[src/rtl/beep_pattern_gen.sv]
// Parking-sensor beep sequencer: turns obstacle distance into a gated tone-step word for the codec.
// Define PITCH_SCALE_EN to raise the tone pitch as the obstacle gets closer.
module beep_pattern_gen #(
    parameter int CLK_HZ     = 18432000,
    parameter int TICK_HZ    = 1000,
    parameter int FAR_CM     = 150,
    parameter int NEAR_CM    = 20,
    parameter int MS_PER_CM  = 4,
    parameter int ON_MS      = 60,
    parameter int TONE_STEP  = 1200,
    parameter int TIMEOUT_MS = 500
) (
    input  logic        iCLK_18_4,
    input  logic        iRST_N,
    input  logic [8:0]  iDIST_CM,
    input  logic        iDIST_VALID,
    output logic [15:0] oSOUND,
    output logic        oBEEP,
    output logic        oFAULT
);

    localparam int DIV = CLK_HZ / TICK_HZ;
    localparam int PW  = (DIV > 1) ? $clog2(DIV) : 1;
    localparam int TW  = $clog2(TIMEOUT_MS + 1);

    typedef enum logic [1:0] {
        ST_IDLE = 2'd0,
        ST_ON   = 2'd1,
        ST_OFF  = 2'd2,
        ST_CONT = 2'd3
    } state_t;

    logic [PW-1:0] presc_q, presc_d;
    logic          tick_s;
    logic [TW-1:0] to_cnt_q, to_cnt_d;
    logic          fault_s;
    logic          fault_q;
    logic [8:0]    dist_q, dist_d;
    logic          zone_far_s, zone_near_s;
    logic [11:0]   period_s, period_q;
    logic [11:0]   cnt_q;
    state_t        state_q;
    logic          tone_on_s;
    logic          beep_q;
    logic [15:0]   sound_q;
    logic [15:0]   step_s;
    logic [15:0]   tone_s;

    assign fault_s     = (to_cnt_q == TW'(TIMEOUT_MS));
    assign zone_far_s  = (int'(dist_q) >= FAR_CM);
    assign zone_near_s = (int'(dist_q) <= NEAR_CM);
    assign period_s    = 12'(int'(dist_q) * MS_PER_CM);
    assign tone_on_s   = (state_q == ST_ON) || (state_q == ST_CONT);

    // Tick prescaler, distance latch and staleness timer next-state
    always_comb begin
        tick_s = (presc_q == PW'(DIV - 1));
        if (tick_s) begin
            presc_d = {PW{1'b0}};
        end else begin
            presc_d = presc_q + PW'(1);
        end
        if (iDIST_VALID) begin
            dist_d   = iDIST_CM;
            to_cnt_d = {TW{1'b0}};
        end else begin
            dist_d = dist_q;
            if (tick_s && !fault_s) begin
                to_cnt_d = to_cnt_q + TW'(1);
            end else begin
                to_cnt_d = to_cnt_q;
            end
        end
    end

    // Time base, distance and fault registers
    always_ff @(posedge iCLK_18_4 or negedge iRST_N) begin
        if (!iRST_N) begin
            presc_q  <= {PW{1'b0}};
            to_cnt_q <= {TW{1'b0}};
            dist_q   <= 9'(FAR_CM);
            fault_q  <= 1'b0;
        end else begin
            presc_q  <= presc_d;
            to_cnt_q <= to_cnt_d;
            dist_q   <= dist_d;
            fault_q  <= (to_cnt_d == TW'(TIMEOUT_MS));
        end
    end

`ifdef PITCH_SCALE_EN
    logic [8:0]  pitch_diff_s;
    logic [16:0] pitch_sum_s;
    logic [15:0] step_q;

    // Closer obstacle gives a higher step word, saturated to 16 bits
    always_comb begin
        if (zone_far_s) begin
            pitch_diff_s = 9'd0;
        end else begin
            pitch_diff_s = 9'(FAR_CM) - dist_q;
        end
        pitch_sum_s = 17'(TONE_STEP) + {5'd0, pitch_diff_s, 3'd0};
        if (pitch_sum_s[16]) begin
            step_s = 16'hFFFF;
        end else begin
            step_s = pitch_sum_s[15:0];
        end
    end

    // Step is frozen for the length of a beep but tracks distance outside ON
    always_ff @(posedge iCLK_18_4 or negedge iRST_N) begin
        if (!iRST_N) begin
            step_q <= 16'd0;
        end else if (state_q != ST_ON) begin
            step_q <= step_s;
        end else begin
            step_q <= step_q;
        end
    end

    assign tone_s = step_q;
`else
    assign step_s = 16'(TONE_STEP);
    assign tone_s = step_s;
`endif

    // Beep sequencer with registered tone outputs
    always_ff @(posedge iCLK_18_4 or negedge iRST_N) begin
        if (!iRST_N) begin
            state_q  <= ST_IDLE;
            cnt_q    <= 12'd0;
            period_q <= 12'd0;
            beep_q   <= 1'b0;
            sound_q  <= 16'd0;
        end else begin
            beep_q  <= tone_on_s;
            sound_q <= tone_on_s ? tone_s : 16'd0;
            if (fault_s) begin
                state_q <= ST_IDLE;
                cnt_q   <= 12'd0;
            end else begin
                case (state_q)
                    ST_IDLE: begin
                        cnt_q <= 12'd0;
                        if (zone_near_s) begin
                            state_q <= ST_CONT;
                        end else if (!zone_far_s) begin
                            state_q  <= ST_ON;
                            period_q <= period_s;
                        end else begin
                            state_q <= ST_IDLE;
                        end
                    end
                    ST_ON: begin
                        if (zone_near_s) begin
                            state_q <= ST_CONT;
                            cnt_q   <= 12'd0;
                        end else if (tick_s && (cnt_q == 12'(ON_MS - 1))) begin
                            state_q <= ST_OFF;
                            cnt_q   <= 12'd0;
                        end else if (tick_s) begin
                            cnt_q <= cnt_q + 12'd1;
                        end else begin
                            cnt_q <= cnt_q;
                        end
                    end
                    ST_OFF: begin
                        if (zone_near_s) begin
                            state_q <= ST_CONT;
                            cnt_q   <= 12'd0;
                        end else if (tick_s && (cnt_q == (period_q - 12'(ON_MS) - 12'd1))) begin
                            cnt_q <= 12'd0;
                            if (zone_far_s) begin
                                state_q <= ST_IDLE;
                            end else begin
                                state_q  <= ST_ON;
                                period_q <= period_s;
                            end
                        end else if (tick_s) begin
                            cnt_q <= cnt_q + 12'd1;
                        end else begin
                            cnt_q <= cnt_q;
                        end
                    end
                    ST_CONT: begin
                        cnt_q <= 12'd0;
                        if (zone_far_s) begin
                            state_q <= ST_IDLE;
                        end else if (!zone_near_s) begin
                            state_q  <= ST_ON;
                            period_q <= period_s;
                        end else begin
                            state_q <= ST_CONT;
                        end
                    end
                    default: begin
                        state_q <= ST_IDLE;
                        cnt_q   <= 12'd0;
                    end
                endcase
            end
        end
    end

    assign oBEEP  = beep_q;
    assign oSOUND = sound_q;
    assign oFAULT = fault_q;

endmodule
[config.mk]
export PLATFORM = sky130hd
export DESIGN_NAME = beep_pattern_gen
export DESIGN_NICKNAME = d
export VERILOG_FILES = /design/src/rtl/beep_pattern_gen.sv
export SDC_FILE = /design/constraint.sdc
export NUM_CORES = 1
export LEC_CHECK = 0
export ABC_AREA = 1
export CAP_MARGIN = 20
export CORE_UTILIZATION = 50
export DETAILED_ROUTE_END_ITERATION = 10
export PLACE_DENSITY = 0.77
export SLEW_MARGIN = 10
export SYNTH_ARGS = -nofsm -noshare
export SYNTH_HDL_FRONTEND = slang
export SYNTH_SLANG_ARGS = --single-unit
[constraint.sdc]
create_clock -name iCLK_18_4 -period 2.39 [get_ports iCLK_18_4]
set_clock_uncertainty 0.05 [all_clocks]
set_input_delay 0.3585 -clock iCLK_18_4 [delete_from_list [all_inputs] [get_ports iCLK_18_4]]
set_output_delay 0.3585 -clock iCLK_18_4 [all_outputs]
set_load 0.02 [all_outputs]
**After elaboration in Yosys (flattened, before gate mapping)**

Cells that the tools add are included.

- Flip-flop bits (word level): 72
- Bits of input ports: 12

- $add $sub $neg: 5
- Magnitude comparators: 2
- Eq/ne operators: 15
- Muxes and demuxes: 28
- Bitwise logic cells: 1
- Reduce and logical (&&, ||, !) cells: 10

Operator list:

| cell | number |
|---|---|
| $mux 12 | 12 |
| $pmux 12 s3 | 2 |
| $eq 9x9->1 const B | 2 |
| $mux 9 | 2 |
| $mux 2 | 8 |
| $add 15x1->15 const B | 1 |
| $eq 15x15->1 const B | 1 |
| $mux 15 | 1 |
| $add 12x1->12 const B | 1 |
| $eq 12x12->1 | 1 |
| $eq 12x6->1 const B | 1 |
| $sub 12x1->12 const B | 1 |
| $sub 12x6->12 const B | 1 |
| $mux 11 | 1 |
| $ne 2x2->1 const B | 5 |
| $add 9x1->9 const B | 1 |
| $ge 9x8->1 const B | 1 |
| $le 9x5->1 const B | 1 |
| $pmux 2 s4 | 1 |
| $reduce_and 7->1 | 1 |
| $eq 2x2->1 const B | 2 |
| $ne 4x3->1 const B | 1 |
| $ne 4x4->1 const B | 1 |
| $logic_and 1x1->1 | 3 |
| other kinds (9) | 9 |

**Logic depth before layout (Yosys ltp)**

- Word-level depth: 8
- Gate-level depth with buffers: 14
- Mapped depth without buffers: 14

**Worst setup path after synthesis**

No wires, ideal clock.

- Kind: flip-flop to flip-flop
- From: reg period_q[6]
- To: reg period_q[9]
- Library setup time: 0.118 ns
- Arrival: 1.634 ns
- Required time: 2.222 ns
- Setup slack: 0.588 ns
- Cell stages (with the launch flop): 14
- Buffers on the path: 1
- Clock period less this slack: 1.802 ns
- Cells stage by stage: dfrtp_1 -> inv_1 -> ha_1 -> nand2_1 -> inv_1 -> nor2_1 -> nand3_1 -> nor2_1 -> nand2_1 -> o21bai_4 -> nand2_4 -> buf_6 -> nand2_2 -> o21ai_2

- Word-level cells in the longest chain between the ends: 6

Ends and longest elaborated chain:

| what | line | text |
|---|---|---|
| start: declaration | 40 | `logic [11:0] period_s, period_q;` |
| start signal: assignment | 150 | `period_q <= period_s;` |
| start signal: assignment | 178 | `period_q <= period_s;` |
| start signal: assignment | 192 | `period_q <= period_s;` |
| $sub 12x6->12 | 172 | `end else if (tick_s && (cnt_q == (period_q - 12'(ON_MS) - 12'd1))) begin` |
| $sub 12x1->12 | 172 |  |
| $eq 12x12->1 | 172 |  |
| $logic_and 1x1->1 | 172 |  |
| $ne 2x2->1 (no line) | - |  |
| $reduce_and 7->1 (no line) | - |  |

Every way passes these cells.
A chain may end at the register's enable or synchronous reset.

**Worst setup path after layout**

- From: reg presc_q[0]
- To: reg cnt_q[9]

- Word-level cells in the longest chain between the ends: 6

Ends and longest elaborated chain:

| what | line | text |
|---|---|---|
| start: declaration | 33 | `logic [PW-1:0] presc_q, presc_d;` |
| start signal: assignment | 79 | `presc_q <= {PW{1'b0}};` |
| start signal: assignment | 84 | `presc_q <= presc_d;` |
| $eq 15x15->1 * | 57 | `tick_s = (presc_q == PW'(DIV - 1));` |
| $mux 12 (tied with other cells) | - |  |
| $mux 12, on equally long branches | 172, 159 |  |
| $mux 12, on equally long branches | 169, 156 |  |
| $pmux 12 s3 * | 143 | `case (state_q)` |
| $mux 12 * | 139 | `if (fault_s) begin` |
| end signal: assignment | 165 | `cnt_q <= cnt_q;` |
| end signal: assignment | 181 | `cnt_q <= cnt_q + 12'd1;` |
| end signal: assignment | 183 | `cnt_q <= cnt_q;` |
| end: declaration | 41 | `logic [11:0] cnt_q;` |

Mark *: on every way between the ends. The rest lies on a longest branch, timed or not.

==> run_results.csv <==
group,metric,value,unit
run_status,status,"finished, final reports clean",
clock_network,post_cts_buffers,0,
finish,final_area,3770,sq um
power,internal-power,1920,uW
sta,report.final.slew_viol_count,0,
global_route,antenna_found_initial,0,
sta,fin_ws,333,ps
sta,rsz0062_at_grt,"no",
worst_setup_path,crit_path_max_incr_delay,370,ps
drt,routedWlPerCell,11.7,microns
synth,synthesis.area,3410,sq um
sta,relSlewSlack,0.543,
worst_setup_path,crit_family,"simple AND/OR/NAND/NOR gates",
synth,synth_area_leaders,"dfrtp_1 (40%), nand2_1 (12%), inv_1 (8.5%), nor2_1 (5.8%), nand3_1 (4.1%)",
synth,synth_edf_count,0,
worst_setup_path,worst-path-buf-inv,1,
power,power_leakage,0.00196,uW
clock_network,clockRootBuffer,"clkbuf_8",
synth,synth_most_common_cell,"nand2_1",
sta,fmax,486,MHz
sta,hold_viol,0,
sta,finalCriticalPeriod,2060,ps
worst_setup_path,startpoint_type,"flop",
clock_network,clockBufferDepth,2,
sta,tns,0,ps
clock_network,clk_latency,340,ps
power,p_per_area,770,nW/um^2
global_route,track_usage,0.206,
floorplan,die_area,7160,sq um
power,pwr-share-seq,0.405,
clock_network,cts_sinks,58,
synth,syn_avg_cell_area,7.56,sq um
power,switching_power,982,uW
floorplan,initial_utilization,0.528,
clock_network,cts_buffers,9,
clock_network,ctsHoldBuffers,0,
placement,place_ws,333,ps
worst_setup_path,cp_common_cell,"nand2_2",
global_route,grt_start_max_net_pins,31,
clock_network,cts_resized,0,
placement,gp_congestion,0.890,
worst_setup_path,arrival,2230,ps
global_route,grt_pass1_vias,2641,
synth,netlist.top_cell.by_area,"dfrtp_1",
worst_setup_path,ff2ff_setup_slack,330,ps
global_route,globalRouteOverflowTotal,0,
worst_setup_path,r2r_start,"presc_q[0]",
worst_setup_path,crit_path_end,"cnt_q[9]",
power,p_sw_frac,0.338,
drt,wl,6410,microns
worst_setup_path,critPathKind,"flop to flop",
floorplan,io_pins,30,
worst_setup_path,crit_fanout,15,
floorplan,die_w,84.6,microns
hold_path,hold_path_class,"input pin to asynchronous set/reset pin",
worst_setup_path,regToRegEndpoint,"cnt_q[9]",
floorplan,fp.coreArea,6460,sq um
run,cap_violations,0,
global_route,grt_first_pass_wirelength,11600,microns
worst_setup_path,r2r_cells,10,
sta,tightest_slew,686,ps
finish,nNetsFinal,485,
drt,drtPass1Iterations,6,
clock_network,clkTransAtPathRegs,70,ps
finish,synthToLayoutAreaGrowth,10.6,%
clock_network,cts_tree,"yes",
power,peakVddDrop,0.607,mV
worst_setup_path,critical_path.cell_chain,"ha_1 -> nand3_1 -> inv_1 -> nand2_2 -> nor2_8 -> nand3_2 -> o21bai_4 -> nand2_1 -> nand2_2 -> nor2_1",
synth,synth.ff_latch_count,58,
finish,final_layout_size_suffix_gt1_frac,0.101,
worst_setup_path,crit_cells,10,
drt,postRouteAntennaNets,0,
synth,ys.flop_type,"dfrtp_1",
worst_setup_path,crit_start,"presc_q[0]",
sta,finalSetupViolCount,0,
worst_setup_path,slowest_stage,"dfrtp_1",
synth,async_flop_share,1.00,
synth,yosys-top-cells-count,"nand2_1 (109), inv_1 (77), dfrtp_1 (54)",
placement,port_buffers,17,
clock_network,ctsHtreeMaxLevel,3,
power,power.share.combinational,0.274,
drt,avgViaCountPerCell,4.99,
power,pwr-share-clk,0.322,
placement,placed_cell_area,3570,sq um
synth,synthCells,451,
synth,yosysWarnings,0,
drt,via_count,2746,
synth,synth_top_area_share,0.396,
worst_setup_path,cp.required,2560,ps
synth,synthDistinctLibCells,36,
floorplan,dieHeight,84.6,microns
placement,place_hpwl,4700,microns
floorplan,num_rows,29,
synth,yosysSeqAreaShare,0.427,
finish,nFillCells,582,
worst_setup_path,cp-end-kind,"flop",
finish,n_antenna_cell,0,
drt,drtIter0Drc,193,
drt,drcViolationCount,0,
sta,fin_crit_sh,0.861,
==> state kept, by name, indices dropped and copies added (netlist names) <==
signal    count
period_q      9
oSOUND        1
cnt_q        12
dist_q        9
to_cnt_q      9
presc_q      15
oFAULT        1
state_q       2
==> cells in the final DEF (no fill, tap or decap), types with 2 or more instances in the layout <==
cell type	synthesis	layout
nand2_1	109	109
nor2_1	53	53
nor3_1	9	9
xor2_1	16	16
o21ai_0	16	16
dfstp_2	4	4
buf_4	17	2
xnor2_1	3	3
nor3b_1	2	2
dfrtp_1	54	54
inv_1	77	77
nand3_1	28	28
conb_1	1	12
o21ai_2	8	8
ha_1	5	5
nand4_1	6	6
clkbuf_8	0	11
nand3b_1	2	2
clkdlybuf4s50_1	0	16
nor2_2	3	3
a21oi_1	8	8
nand2_2	8	8
nor4_1	2	2
==> per-layer routing <==
layer	routed length, microns	share of wire	vias up	GRT usage
li1	-	-	1393	-
met1	2960	0.46	1263	0.264
met2	3040	0.47	75	0.337
met3	274	0.043	15	0.0462
met4	133	0.021	0	0.0863
met5	0	0	-	0
==> power by group through the flow <==
stage	clock [uW]	sequential [uW]	combinational, uW
floorplan	0	1180	668
global placement	0	1190	769
detailed placement	0	1190	795
CTS	951	1180	804
global route	998	1190	896
finish	935	1180	795
==> kinds of logic after synthesis <==
family,count (synthesis),share of synthesized area
and+or+nand+nor,226,0.290
buffers and inverters,102,0.138
DFF,58,0.427
AOI/OAI and AO/OA,39,0.0734
xor gates and xnor gates,19,0.0488
adders and majority gates,5,0.0183
other,1,0.00110
muxes,1,0.00293
==> per-stage QoR <==
step	power (uW)	hold WS, ps	std cells	util
4_1_cts	2930	19.1	550	0.584
2_1_floorplan	1840	12.9	462	-
6_report	2910	10.1	550	0.584
5_1_grt	3090	60.6	550	0.584
3_5_place_dp	1990	343	534	0.552
3_3_place_gp	1960	342	534	0.552
==> area by class of cell <==
class	count	area (sq um)	area share
well taps	77	96.3	0.0255
multi-input cells	302	1520	0.404
inverters	77	289	0.0766
flip-flops and latches	58	1460	0.386
clock buffers	12	155	0.0411
repair buffers	20	200	0.0531
clock inverters	4	51.3	0.0136
==> worst min-delay path by stage <==
stage | startpoint | end | slack, ps
floorplan | iRST_N | cnt_q[0] | 10
global placement | state_q[0] | oSOUND[7] | 340
detailed placement | state_q[0] | oSOUND[7] | 340
CTS | iRST_N | to_cnt_q[5] | 20
global route | iRST_N | to_cnt_q[5] | 60
finish | iRST_N | to_cnt_q[5] | 10
Power figures use the tool's default switching activity.
